File: config.mk
export PLATFORM = sky130hd
export DESIGN_NAME = tree_vote_accumulator
export DESIGN_NICKNAME = d
export VERILOG_FILES = /design/src/rtl/tree_vote_pkg.sv /design/src/rtl/wrap_counter.sv /design/src/rtl/tree_vote_accumulator.sv
export SDC_FILE = /design/constraint.sdc
export NUM_CORES = 1
export LEC_CHECK = 0
export ABC_CLOCK_PERIOD_IN_PS = 7300
export BUFFER_PORTS_ARGS = -buffer_cell sky130_fd_sc_hd__buf_2
export CAP_MARGIN = 20
export CORE_ASPECT_RATIO = 2
export CORE_MARGIN = 8
export CORE_UTILIZATION = 55
export DETAILED_ROUTE_END_ITERATION = 7
export PLACE_DENSITY = 0.87
export SLEW_MARGIN = 0
export SYNTH_ARGS = -nofsm -noshare
export SYNTH_HDL_FRONTEND = slang
export SYNTH_SLANG_ARGS = --single-unit
File: constraint.sdc
create_clock -name clk -period 7.3 [get_ports clk]
set_clock_uncertainty 0.15 [all_clocks]
set_input_delay 0 -clock clk [delete_from_list [all_inputs] [get_ports clk]]
set_output_delay 0 -clock clk [all_outputs]
set_load 0.01 [all_outputs]
File: src/rtl/tree_vote_pkg.sv
// Shared types and width helpers for the tree vote accumulator.
//   state_t : ACCUM (collecting leaf values) / HOLD (result waiting for consumer)
//   ptr_w   : pointer width for an N-entry round robin, never below 1 bit
//   sum_w   : per-sample sum width with one guard bit
//   frame_w : whole-frame total width with one guard bit
package tree_vote_pkg;

    typedef enum logic {
        ACCUM = 1'b0,
        HOLD  = 1'b1
    } state_t;

    function automatic int ptr_w(input int n);
        return (n > 1) ? $clog2(n) : 1;
    endfunction

    function automatic int sum_w(input int nt, input int ds);
        return $clog2(nt) + ds + 1;
    endfunction

    function automatic int frame_w(input int nt, input int ns, input int ds);
        return $clog2(nt * ns) + ds + 1;
    endfunction

endpackage

File: src/rtl/wrap_counter.sv
// Modulo-MAX up counter used for the tree and sample pointers.
//   clk   : rising-edge clock
//   rst   : synchronous active-high reset
//   clr   : synchronous clear (same effect as rst, lower priority only by name)
//   en    : advance by one, wrapping to 0 after MAX-1
//   count : current value; held at 0 when MAX == 1
module wrap_counter
    import tree_vote_pkg::*;
#(
    parameter int  MAX = 2,
    localparam int W   = ptr_w(MAX)
) (
    input  logic         clk,
    input  logic         rst,
    input  logic         clr,
    input  logic         en,
    output logic [W-1:0] count
);

    logic [W-1:0] r_count;

    // NOTE: sequential state is updated with non-blocking assignments so every
    // register samples the pre-edge values of its neighbours.
    always_ff @(posedge clk) begin
        if (rst || clr) begin
            r_count <= '0;
        end else if (en) begin
            r_count <= (r_count == W'(MAX - 1)) ? '0 : r_count + W'(1);
        end
    end

    assign count = r_count;

endmodule

File: src/rtl/tree_vote_accumulator.sv
// Round-robin collector of per-tree leaf values with a per-sample threshold
// vote and a whole-frame total, presented through a valid/ready output stage.
//   clk, rst   : rising-edge clock, synchronous active-high reset
//   flush      : synchronous abort of the current sample and frame
//   in_data    : tree t on bits [t*DATA_SIZE +: DATA_SIZE]
//   in_valid   : per-tree data valid
//   in_ready   : one-hot grant to the current tree, zero while a result is held
//   out_sum    : per-sample sum
//   out_vote   : out_sum >= THRESHOLD (unsigned)
//   out_last   : result is the final sample of its frame
//   frame_sum  : running frame total including this sample
//   out_valid  : a result is held
//   out_ready  : consumer accepts the held result
module tree_vote_accumulator
    import tree_vote_pkg::*;
#(
    parameter int  NUM_TREES   = 4,
    parameter int  NUM_SAMPLES = 2,
    parameter int  DATA_SIZE   = 4,
    parameter int  THRESHOLD   = 20,
    localparam int SUM_W       = sum_w(NUM_TREES, DATA_SIZE),
    localparam int FRAME_W     = frame_w(NUM_TREES, NUM_SAMPLES, DATA_SIZE)
) (
    input  logic                           clk,
    input  logic                           rst,
    input  logic                           flush,
    input  logic [NUM_TREES*DATA_SIZE-1:0] in_data,
    input  logic [NUM_TREES-1:0]           in_valid,
    output logic [NUM_TREES-1:0]           in_ready,
    output logic [SUM_W-1:0]               out_sum,
    output logic                           out_vote,
    output logic                           out_last,
    output logic [FRAME_W-1:0]             frame_sum,
    output logic                           out_valid,
    input  logic                           out_ready
);

    localparam int TP_W = ptr_w(NUM_TREES);
    localparam int SP_W = ptr_w(NUM_SAMPLES);

    state_t               r_state;
    state_t               w_next_state;
    logic [SUM_W-1:0]     r_acc;
    logic [FRAME_W-1:0]   r_frame_acc;
    logic [SUM_W-1:0]     r_out_sum;
    logic [FRAME_W-1:0]   r_frame_sum;
    logic                 r_out_vote;
    logic                 r_out_last;
    logic                 r_out_valid;

    logic [TP_W-1:0]      w_tree_ptr;
    logic [SP_W-1:0]      w_samp_ptr;
    logic [NUM_TREES-1:0] w_grant;
    logic [DATA_SIZE-1:0] w_cur_data;
    logic [SUM_W-1:0]     w_sample_sum;
    logic                 w_in_xfer;
    logic                 w_out_xfer;
    logic                 w_last_tree;
    logic                 w_last_samp;

    // One-hot of the current tree; masking in_valid with it avoids indexing a
    // possibly 1-bit vector with a wider pointer.
    assign w_grant      = NUM_TREES'(1) << w_tree_ptr;
    assign w_in_xfer    = (r_state == ACCUM) && |(in_valid & w_grant);
    assign w_out_xfer   = r_out_valid && out_ready;
    assign w_last_tree  = (w_tree_ptr == TP_W'(NUM_TREES - 1));
    assign w_last_samp  = (w_samp_ptr == SP_W'(NUM_SAMPLES - 1));
    assign w_sample_sum = r_acc + SUM_W'(w_cur_data);

    // NOTE: every variable written in always_comb gets a default first, so no
    // path leaves it unassigned and no latch is inferred.
    always_comb begin
        w_cur_data = '0;
        for (int t = 0; t < NUM_TREES; t++) begin
            if (w_tree_ptr == TP_W'(t)) begin
                w_cur_data = in_data[t*DATA_SIZE +: DATA_SIZE];
            end
        end
    end

    // flush takes priority over en inside the counters, which discards an
    // input transfer coinciding with flush.
    wrap_counter #(.MAX(NUM_TREES)) u_tree_ptr (
        .clk   (clk),
        .rst   (rst),
        .clr   (flush),
        .en    (w_in_xfer),
        .count (w_tree_ptr)
    );

    wrap_counter #(.MAX(NUM_SAMPLES)) u_samp_ptr (
        .clk   (clk),
        .rst   (rst),
        .clr   (flush),
        .en    (w_out_xfer),
        .count (w_samp_ptr)
    );

    // State register.
    always_ff @(posedge clk) begin
        if (rst || flush) begin
            r_state <= ACCUM;
        end else begin
            r_state <= w_next_state;
        end
    end

    // Next-state logic.
    always_comb begin
        w_next_state = r_state;
        unique case (r_state)
            ACCUM: if (w_in_xfer && w_last_tree) w_next_state = HOLD;
            HOLD:  if (w_out_xfer)               w_next_state = ACCUM;
            default: w_next_state = ACCUM;
        endcase
    end

    // Output logic: grants depend on state and pointer only, never on in_valid.
    always_comb begin
        in_ready = '0;
        if (r_state == ACCUM) begin
            in_ready = w_grant;
        end
    end

    // Datapath. In-transfers only happen in ACCUM and out-transfers only in
    // HOLD, so the two branches never fire together.
    always_ff @(posedge clk) begin
        if (rst) begin
            r_acc       <= '0;
            r_frame_acc <= '0;
            r_out_sum   <= '0;
            r_frame_sum <= '0;
            r_out_vote  <= 1'b0;
            r_out_last  <= 1'b0;
            r_out_valid <= 1'b0;
        end else if (flush) begin
            // Result fields are left stale; they are don't-care with out_valid low.
            r_acc       <= '0;
            r_frame_acc <= '0;
            r_out_valid <= 1'b0;
        end else begin
            if (w_in_xfer) begin
                if (w_last_tree) begin
                    r_out_sum   <= w_sample_sum;
                    r_frame_sum <= r_frame_acc + FRAME_W'(w_sample_sum);
                    r_out_vote  <= 32'(w_sample_sum) >= $unsigned(THRESHOLD);
                    r_out_last  <= w_last_samp;
                    r_out_valid <= 1'b1;
                    r_acc       <= '0;
                end else begin
                    r_acc <= w_sample_sum;
                end
            end
            if (w_out_xfer) begin
                r_out_valid <= 1'b0;
                r_frame_acc <= r_out_last ? '0 : r_frame_sum;
            end
        end
    end

    assign out_sum   = r_out_sum;
    assign out_vote  = r_out_vote;
    assign out_last  = r_out_last;
    assign frame_sum = r_frame_sum;
    assign out_valid = r_out_valid;

endmodule

==> results by group, run 1 <==
Clocking
  • Clock Sinks: 37
  • Clock-pin slew on the worst setup and hold paths: approximately 0.07 ns
  • Hold_buf cts: 4
  • CTS H-tree lvls: 2
  • Worst skew pair latency: between 0.2 and 0.3 ns
  • CTS Root Buffer Type: clkbuf_8
  • CTS tree: yes
  • Num CTS Buffers: 5
  • Bufs on Longest Clock Path: 2
  • Post-CTS setup repair buffer count: 0
  • Post-CTS Resized: 0

Worst setup path
  • Critical path startpoint category: flip-flop
  • Crit path capture type: flip-flop
  • CP Class: flip-flop to flip-flop
  • CP top delay family: adder cells
  • Crit path DAT: 4.54 ns
  • CP Max Fanout: 10
  • Most frequent CP cell: a21oi_1
  • Crit path cell chain: inv_1, ha_1, nand3b_1, a21oi_1, a21oi_1, o21ai_0, ha_1, inv_1, fa_1, nand3b_1, nand2_1, xor2_1, ha_1, a21oi_1, nand2_1, o21ai_0, nand3b_1, a21oi_1, dlygate4sd3_1
  • Crit path largest cell delay: 0.55 ns
  • Critical path buffers and inverters: 3
  • Worst endpoint required time: around 7.4 ns
  • Worst path slowest cell: dlygate4sd3_1

Floorplanning
  • Die width: roughly 60 um
  • I/O Pins: 46
  • Core area: between 3000 and 4000 um2
  • Die area: ~6200 um2
  • Initial core utilization: a little under three fifths
  • Site Rows: 32
  • Die Height: between 100 and 150 um

STA
  • TNS Setup: 0 ns
  • Fmax: 224 MHz
  • Worst-Margin Slew: roughly 0.95 ns
  • Final worst path period share: between 60% and 70%
  • Rel. slew slack: 36.8%
  • Post-layout min period: 4.46 ns
  • Count of final hold-check violations: 0
  • Number of setup violations in the final report: 0
  • Slew Limit Fails: 0
  • RSZ-0062 raised after global routing: false

Synthesis
  • YS warnings: 0
  • Synth cell types: 43
  • Async S/R FF share, synth: 0%
  • Synthesized area per cell: slightly below 9 um2
  • Post-synthesis instance area: 2130 um2
  • Syn Nets: approximately 290
  • Most used DFF post-synth: dfxtp_1
  • Synthesis-stage register bit count: 37
  • Number of enable flip-flop cells after synthesis: 0
  • Post-synthesis sequential area ratio: 34.8%
  • Cells after Synth: 244

Cells and area
  • NumNets Final: between 300 and 400
  • Layout cells sized above 1: approximately a fifth
  • Design Area, Final: about 2500 um2
  • FF/Latch Area: about 740 um2
  • Most frequent cells in the layout: 45 x buf_2, 37 x dfxtp_1, 35 x nor2_1, 31 x a21oi_1, 18 x ha_1
  • Area grow syn2layout: 15.6%
  • Fill count: 335
  • Area of the multi-input gates: roughly 1300 um2
  • Antenna cell count: 0
  • Final core utilization: roughly 65%
  • Most common cell after layout, fill and taps aside: buf_2

Drt
  • Max Used Layer: met4
  • Met3 Wirelength: roughly 370 um
  • Drt wl/cell: approximately 15 um
  • Iter 0 DRT Violations: 70
  • Vias post-DR: ~1.9k
  • DRT met1 WL: ~2.2 mm
  • Vias/cell: ~5.6
  • ANT nets after route: 0
  • Met2 wire length: between 2 and 2.5 mm
  • Pre-antenna DRT Iters: 4
  • Total Wirelength: between 4 and 5 mm
  • Drt drc: 0

Power and ir drop
  • Cell area power density: about 170 nW/um2
  • Internal power: roughly 0.30 mW
  • Sw Ratio: ~27%
  • Combinational share of power: between 10% and 20%
  • Clock group share of total power: 33.6%
  • Switch Pwr: roughly 0.11 mW
  • Maximum vdd ir drop: roughly 0.16 mV
  • Lkg Pwr: about 1.1 nW
  • Sequential Power Share: 50.4%
  • Total power: between 0.4 and 0.5 mW

Global routing
  • Largest net degree at the start of global routing: 25
  • Gr ovfl total: 0
  • Antenna violations before repair: 0
  • GRT Total Usage: between 10% and 20%
  • Vias in the first global route: between 1.5k and 2k
  • First-pass GRT wire length: a little over 8 mm

Outcome
  • Status: completed

Placed design
  • Area post-placement: roughly 2300 um2
  • Placer Congestion: 0.895
  • Port Buffer Count: 45
  • Post-detail-place hpwl: between 3 and 4 mm

Worst hold path
  • Min-Delay Path Class: primary input to flip-flop

Job
  • Max Cap Viol: 0
==> power groups by stage <==
| stage | sequential (mW) | combinational (mW) | clock [mW] |
|---|---|---|---|
| after global routing | 0.205 | 0.0716 | 0.148 |
| final | 0.205 | 0.0649 | 0.137 |
| after global placement | 0.209 | 0.0602 | 0 |
| after detailed placement | 0.210 | 0.0628 | 0 |
| after floorplan | 0.209 | 0.0444 | 0 |
| after CTS | 0.205 | 0.0645 | 0.140 |
==> cells in the mapped netlist, drive strengths merged (2+ instances only) <==
library cell | instances | area share, %
mux2i | 13 | 6.1
o21ai | 9 | 2.1
a22oi | 4 | 1.4
a21oi | 31 | 7.3
buf | 6 | 2.5
nor2 | 35 | 6.2
a211oi | 4 | 1.9
xnor2 | 4 | 1.6
nand3 | 2 | 0.47
nand2 | 17 | 3.0
fa | 2 | 1.9
nor3b | 8 | 2.8
ha | 18 | 11
dfxtp | 37 | 35
clkbuf | 7 | 1.2
nor3 | 2 | 0.47
a22o | 2 | 0.88
nand3b | 6 | 2.1
inv | 7 | 1.2
nor2b | 3 | 0.88
o21bai | 3 | 1.1
a21o | 3 | 1.1
xor2 | 5 | 2.1
==> metrics by stage <==
step	hold WS (ns)	cells	setup WS [ns]
2_1_floorplan	0.0464	244	3.75
4_1_cts	0.111	339	2.88
3_3_place_gp	0.142	327	3.56
3_5_place_dp	0.156	327	3.32
6_report	0.103	339	2.84
5_1_grt	0.142	339	2.58
==> per-layer routing <==
layer	up-vias	GRT usage, %
li1	932	-
met1	871	18.4
met2	68	26.6
met3	11	4.21
met4	0	8.09
met5	-	0
==> final cells by class <==
type                            instances  share of cell area, %
Clock buffer                            6                   2.95
Clock inverter                          2                  0.407
Inverter                                7                   1.07
Multi-Input combinational cell        187                   52.0
Sequential cell                        37                   30.1
Tap cell                               51                   2.60
Timing Repair Buffer                   49                   10.8
==> flip-flops by register name (all words and copies together), names as in the netlist <==
name,flops
out_vote,1
r_state,1
u_samp_ptr.count,1
frame_sum,8
out_valid,1
r_frame_acc,8
out_sum,7
out_last,1
u_tree_ptr.count,2
r_acc,7
==> path summary, 6_finish.rpt <==
| check | slack, ns | endpoint | cells after the start | from |
|---|---|---|---|---|
| worst min-delay path | 0.10 | r_state | 4 | in_valid[2] |
| worst max register to register | 2.84 | frame_sum[5] | 19 | u_tree_ptr.count[1] |
| worst max-delay path | 2.84 | frame_sum[5] | 19 | u_tree_ptr.count[1] |
| worst min register to register | 0.33 | r_acc[0] | 2 | r_acc[0] |
==> cell families (layout without fill, tap and decap cells) <==
kind of cell    after synthesis  in the layout  share of synthesized area, %
compound gates               62             62                          18.0
xor+xnor                      9              9                          3.71
fa+ha+maj                    20             20                          12.5
buf+inv                      20             64                          5.00
flops                        37             37                          34.8
mux                          14             14                          6.65
simple gates                 82             82                          19.3
==> tightest hold or removal path: cells and delay by family <==
kind / cells / cell delay [ns]
AOI/OAI and AO/OA: 3 / 0.42
buffers and inverters: 1 / 0.07
No activity file was read; power rests on OpenSTA's default activity.
==> run 2, diff against run 1 <==
- ABC_CLOCK_PERIOD_IN_PS: 7300 -> 3800
- CORE_UTILIZATION: 55 -> 49
- PLACE_DENSITY: 0.87 -> 0.82
- clock period: 7.3 -> 3.8 ns (I/O delays scaled with it)
==> run 2 against run 1 <==
  * Fmax is 22% higher
  * Sequential share of layout area down 1.8 points
  * Non-clock buffer count grew 9
  * Die area increased by 9.6%
  * Register-to-register slack worse by 2.7 ns
  * Cell count grew 3.5%
  * Clock-buffer cell count grew 1
  * Largest power group unchanged
  * Worst setup slack got worse by 2.7 ns
  * First-iteration DRC count rose by 63%
==> results by group, run 2 (synthesis results as in run 1) <==
Outcome
  • Status: completed

STA
  • Post-layout min period: approximately 3.6 ns
  • Count of final hold-check violations: 0
  • Fmax: between 200 and 300 MHz
  • Number of setup violations in the final report: 0
  • Worst Setup Slack, final: roughly 0.15 ns
  • Final worst path period share: a little over nine tenths
  • Rel. slew slack: 59.6%
  • Slew Limit Fails: 0
  • Worst hold slack: 0.0713 ns
  • Worst-Margin Slew: between 0.6 and 0.7 ns

Drt
  • Drt wl/cell: about 15 um
  • ANT nets after route: 0
  • Vias post-DR: around 1.9k
  • Vias/cell: approximately 5.4
  • Total Wirelength: 5.30 mm
  • Iter 0 DRT Violations: ~110
  • Drt drc: 0
  • Pre-antenna DRT Iters: 4

Power and ir drop
  • Internal power: between 0.6 and 0.7 mW
  • Cell area power density: about 320 nW/um2
  • Lkg Pwr: about 1.1 nW
  • Clock group share of total power: 36.7%
  • Maximum vdd ir drop: between 0.2 and 0.3 mV
  • Total power: about 0.85 mW
  • Combinational share of power: approximately 17%
  • Switch Pwr: approximately 0.23 mW
  • Sequential Power Share: a little under half
  • Sw Ratio: between 20% and 30%

Clocking
  • Worst skew pair latency: 0.29 ns
  • CTS tree: yes
  • CTS H-tree lvls: 2
  • Clock-pin slew on the worst setup and hold paths: 0.08 ns
  • Clock Sinks: 37
  • CTS Root Buffer Type: clkbuf_8
  • Num CTS Buffers: 5
  • Bufs on Longest Clock Path: 2

Floorplanning
  • Core area: roughly 4300 um2
  • I/O Pins: 46
  • Initial core utilization: approximately 50%
  • Site Rows: 34
  • Die area: roughly 6800 um2
  • Die Height: ~110 um
  • Die width: 62.6 um

Global routing
  • First-pass GRT wire length: 8.89 mm
  • Largest net degree at the start of global routing: 23
  • Antenna violations before repair: 0
  • Vias in the first global route: between 1.5k and 2k
  • GRT Total Usage: 15.8%
  • Gr ovfl total: 0

Cells and area
  • Most frequent cells in the layout: 45 x buf_2, 35 x nor2_1, 35 x dfxtp_1, 29 x a21oi_1, 16 x nand2_1
  • Layout cells sized above 1: between 20 and 30%
  • Most common cell after layout, fill and taps aside: buf_2
  • Fill count: ~380
  • Antenna cell count: 0
  • NumNets Final: 340
  • Area grow syn2layout: 23.7%

Worst setup path
  • CP Class: flip-flop to flip-flop
  • Critical path startpoint category: flip-flop
  • Crit path DAT: roughly 3.7 ns
  • Worst endpoint required time: just under 4 ns
  • Crit path capture type: flip-flop
  • CP Max Fanout: 10
  • Crit path largest cell delay: 0.49 ns
  • Worst path slowest cell: or4b_1
  • Crit path cell chain: inv_2, ha_4, nand3b_1, a21oi_2, a21oi_1, o21ai_1, ha_2, inv_1, fa_2, nand3b_1, nand2_2, xor2_4, ha_4, o21ai_0, o21bai_1, a21oi_2, or4b_1, o311ai_1

Placed design
  • Placer Congestion: about 0.84
  • Pre-CTS setup slack: -0.0308 ns
  • Post-detail-place hpwl: 3.80 mm
  • Port Buffer Count: 45

Job
  • Max Cap Viol: 0

Worst hold path
  • Min-Delay Path Class: primary input to flip-flop
run 2: timing repair:
item / CTS / global route
pin swaps: 1 / 6
setup buffers: 1 / 1
endpoints found under the setup margin: 1 / 3
endpoints found under the hold margin: 15 / 0
gates resized for setup: 1 / 20
hold buffers: 3 / 0
run 2: stage by stage:
stage               cell area, um2  utilization (%)  instances  TNS (ns)
global route                  2630             61.8        351   -0.0335
detailed placement            2400             56.4        338   -0.0308
global placement              2400             56.4        338         0
finish                        2630             61.8        351         0
floorplan                     2130                -        244         0
CTS                           2540             59.8        350         0
run 2: layout make-up:
type                       instances  area (um2)  share of cell area, %
sequential                        37         746                   28.4
tap                               54        67.6                   2.57
clock buffer                       7        96.3                   3.66
inverter                           7        26.3                  0.999
clock inverter                     1        8.76                  0.333
multi-input combinational        187        1360                   51.5
timing repair buffer              58         330                   12.6
run 2: critical path, delay by kind of cell, from the launching register on:
kind,cells,cell delay (ns)
simple gates,4,0.97
compound gates,7,0.85
flops,1,0.37
buf+inv,2,0.11
fa+ha+maj,4,0.99
xor+xnor,1,0.09
run 2: final timing paths:
kind / start / end / slack (ns) / cells after the start
worst max-delay path: u_tree_ptr.count[1] / frame_sum[6] / 0.15 / 18
worst min-delay path: in_valid[3] / r_state / 0.07 / 4
worst max register to register: u_tree_ptr.count[1] / frame_sum[6] / 0.15 / 18
worst min register to register: r_acc[0] / r_acc[0] / 0.32 / 2
run 2: layer usage:
layer  global-route usage [%]  wire length [um]  vias up
met4                     8.37               164        0
met2                     27.2              2550       64
li1                         -                 -      952
met3                     5.04               404       13
met1                     16.8              2190      882
met5                        0                 0        -
run 2: power by group through the flow:
| stage | clock network [mW] | logic (mW) | registers (mW) |
|---|---|---|---|
| global route | 0.334 | 0.163 | 0.394 |
| detailed placement | 0 | 0.134 | 0.403 |
| CTS | 0.322 | 0.138 | 0.393 |
| global placement | 0 | 0.130 | 0.402 |
| floorplan | 0 | 0.0853 | 0.402 |
| finish | 0.313 | 0.147 | 0.394 |
==> run 3, diff against run 2 <==
- ABC_AREA: default -> 1
- CORE_UTILIZATION: 49 -> 50
==> run 3 against run 2 <==
  * Global-route usage grew 1.4 points
  * Register-to-register slack better by 0.15 ns
  * Fmax increased by 4.3%
  * Total power rose by 8.3%
  * Worst setup slack improved by 0.15 ns
  * Cell count increased by 20%
  * Combinational power rose by 30%
  * Sequential power hardly changed
  * Clock power rose by 7.7%
  * Sequential share of layout area is 1.2 points lower
  * Design area rose by 4.1%
  * Critical path depth grew 6
  * Critical endpoint is now frame_sum[5]
  * Largest cell class unchanged
  * Highest routed layer unchanged
==> results by group, run 3 <==
Power and ir drop
  • Sw Ratio: between 20% and 30%
  • Switch Pwr: between 0.2 and 0.3 mW
  • Clock group share of total power: 36.4%
  • Cell area power density: 338 nW/um2
  • Maximum vdd ir drop: about 0.22 mV
  • Lkg Pwr: 1.38 nW
  • Combinational share of power: approximately a fifth
  • Internal power: roughly 0.66 mW
  • Sequential Power Share: around 43%
  • Total power: about 0.93 mW

Synthesis
  • Cells after Synth: 315
  • Async S/R FF share, synth: 0%
  • Synthesis-stage register bit count: 37
  • Synth cell types: 32
  • Post-synthesis instance area: approximately 2300 um2
  • Yosys top cell by area: dfxtp_1
  • Top-count cell post-synth: nand2_1
  • Syn Nets: roughly 360
  • Synth top area cells: dfxtp_1 32%, nand2_1 11%, ha_1 9.6%
  • Post-synthesis sequential area ratio: about a third
  • YS warnings: 0
  • Number of enable flip-flop cells after synthesis: 0
  • Yosys top cell area share: between 30% and 40%
  • Most used DFF post-synth: dfxtp_1
  • Synthesized area per cell: 7.42 um2
  • Commonest cells in the netlist: 69 x nand2_1, 42 x inv_1, 37 x dfxtp_1

STA
  • Fmax: between 200 and 300 MHz
  • Slew Limit Fails: 0
  • Final worst path period share: between 90% and 100%
  • Worst-Margin Slew: between 0.7 and 0.8 ns
  • Number of setup violations in the final report: 0
  • Count of final hold-check violations: 0
  • Rel. slew slack: around half
  • Post-layout min period: ~3.5 ns

Worst setup path
  • Crit path DAT: roughly 3.5 ns
  • Crit path capture type: flip-flop
  • CP Max Fanout: 6
  • CP top delay family: adder cells
  • Critical path buffers and inverters: 6
  • Critical path startpoint category: flip-flop
  • Worst path slowest cell: fa_1
  • Crit path largest cell delay: 0.39 ns
  • Crit path cell chain: inv_1, ha_2, inv_2, nand3_1, nand2_1, o21ai_0, a21oi_1, ha_2, inv_1, fa_1, inv_1, nand3_1, nand2_1, nand2_1, nand2_1, inv_1, ha_4, nand2_1, inv_1, nand4_1, nand3_1, nand2_1, a21oi_2, nor2_1
  • Worst endpoint required time: about 3.8 ns
  • Most frequent CP cell: nand2_1
  • CP Class: flip-flop to flip-flop

Clocking
  • CTS tree: yes
  • CTS Root Buffer Type: clkbuf_8
  • Clock Sinks: 37
  • Num CTS Buffers: 5
  • Clock-pin slew on the worst setup and hold paths: 0.08 ns
  • Post-CTS setup repair buffer count: 0
  • Worst skew pair latency: between 0.2 and 0.3 ns
  • Bufs on Longest Clock Path: 2
  • CTS H-tree lvls: 2

Cells and area
  • Layout cells sized above 1: about a quarter
  • Design Area, Final: between 2000 and 3000 um2
  • Area grow syn2layout: 17.1%
  • Most common cell after layout, fill and taps aside: nand2_1
  • NumNets Final: between 400 and 500
  • Antenna cell count: 0
  • Most frequent cells in the layout: 68 x nand2_1, 45 x buf_2, 41 x inv_1, 35 x dfxtp_1, 28 x nand3_1

Floorplanning
  • Core area: 4550 um2
  • I/O Pins: 46
  • Initial core utilization: about 51%
  • Die width: between 60 and 70 um
  • Site Rows: 35
  • Die area: 7250 um2
  • Die Height: 113 um

Global routing
  • Antenna violations before repair: 0
  • Vias in the first global route: 2,129
  • Gr ovfl total: 0
  • First-pass GRT wire length: approximately 10 mm
  • Largest net degree at the start of global routing: 25
  • GRT Total Usage: between 15 and 20%

Drt
  • Drt wl/cell: roughly 15 um
  • Iter 0 DRT Violations: 131
  • Vias/cell: ~5.4
  • Total Wirelength: approximately 6.2 mm
  • Vias post-DR: about 2.2k
  • ANT nets after route: 0
  • Pre-antenna DRT Iters: 4
  • Drt drc: 0

Worst hold path
  • Min-Delay Path Class: primary input to flip-flop

Job
  • Max Cap Viol: 0

Outcome
  • Status: completed

Placed design
  • Port Buffer Count: 45
  • Area post-placement: approximately 2600 um2
  • Placer Congestion: between 0.9 and 1
  • Post-detail-place hpwl: approximately 4.8 mm
[run 3: cell types whose count changed after synthesis, moves of 5 or more]
cell      change
a21oi_2       +5
clkbuf_1      -6
inv_1        +35
mux2i_1      -13
nand2_1      +52
nand3_1      +26
nand3b_1      -5
nand4_1       +8
nor2_1       -12
nor3b_1       -8
o21ai_2       +9
[run 3: area by class of cell]
type / count / area [um2]
fill: 422 / 1820
multi-input combinational: 230 / 1400
sequential: 37 / 743
timing repair buffer: 49 / 263
inverter: 42 / 158
clock buffer: 5 / 68.8
tap: 55 / 68.8
clock inverter: 2 / 35.0
[run 3: repair_timing]
item	in CTS	in global routing
endpoints found under the setup margin	0	4
hold buffers	3	0
resized for setup	0	12
endpoints found under the hold margin	6	0
[run 3: kinds of logic (layout without fill, tap and decap cells)]
family	after synthesis	in the layout	share of synthesized area, %
AND/OR/NAND/NOR	142	142	28.1
XOR/XNOR	5	5	1.87
flip-flops	37	37	31.7
AO/OA/AOI/OAI	63	63	17.1
buffers and inverters	48	98	9.90
adder cells (fa/ha/maj)	20	20	11.3
[run 3: through the flow]
stage | setup slack [ns] | hold slack (ns) | setup TNS (ns) | utilization [%] | std cells
finish | 0.303 | 0.0914 | 0 | 60.1 | 420
global route | -0.0209 | 0.109 | -0.0209 | 60.1 | 420
CTS | 0.0594 | 0.0950 | 0 | 59.3 | 420
detailed placement | 0.0735 | 0.236 | 0 | 56.3 | 410
global placement | 0.184 | 0.231 | 0 | 56.3 | 410
floorplan | 0.521 | 0.0600 | 0 | - | 315
[run 3: power by group through the flow]
stage	logic, mW	registers (mW)	clock network (mW)
floorplan	0.135	0.406	0
global placement	0.179	0.406	0
detailed placement	0.183	0.406	0
CTS	0.187	0.397	0.335
global route	0.211	0.398	0.354
finish	0.191	0.397	0.337
[run 3: path summary, 6_finish.rpt]
| path | end | from | slack, ns | cells after the start |
|---|---|---|---|---|
| max reg2reg | frame_sum[5] | u_tree_ptr.count[1] | 0.30 | 24 |
| min | r_acc[0] | in_valid[3] | 0.09 | 6 |
| max | frame_sum[5] | u_tree_ptr.count[1] | 0.30 | 24 |
| min reg2reg | r_frame_acc[0] | r_frame_acc[0] | 0.33 | 2 |
[run 3: routing by layer]
layer  vias to the layer above  track usage, %  part of all wire [%]
met5                         -               0                     0
met4                         0            8.94                   4.1
met3                        17            3.26                   4.1
met2                        62            33.4                    55
met1                      1040            15.6                    36
li1                       1128               -                     -
[run 3: worst register-to-register path, cell delays in order, from the launching register on]
cell,delay [ns]
dfxtp_2,0.34
inv_1,0.07
ha_2,0.22
inv_2,0.10
nand3_1,0.07
nand2_1,0.06
o21ai_0,0.08
a21oi_1,0.15
ha_2,0.22
inv_1,0.06
fa_1,0.39
inv_1,0.09
nand3_1,0.09
nand2_1,0.10
nand2_1,0.05
nand2_1,0.11
inv_1,0.10
ha_4,0.30
nand2_1,0.08
inv_1,0.09
nand4_1,0.11
nand3_1,0.09
nand2_1,0.06
a21oi_2,0.16
nor2_1,0.06
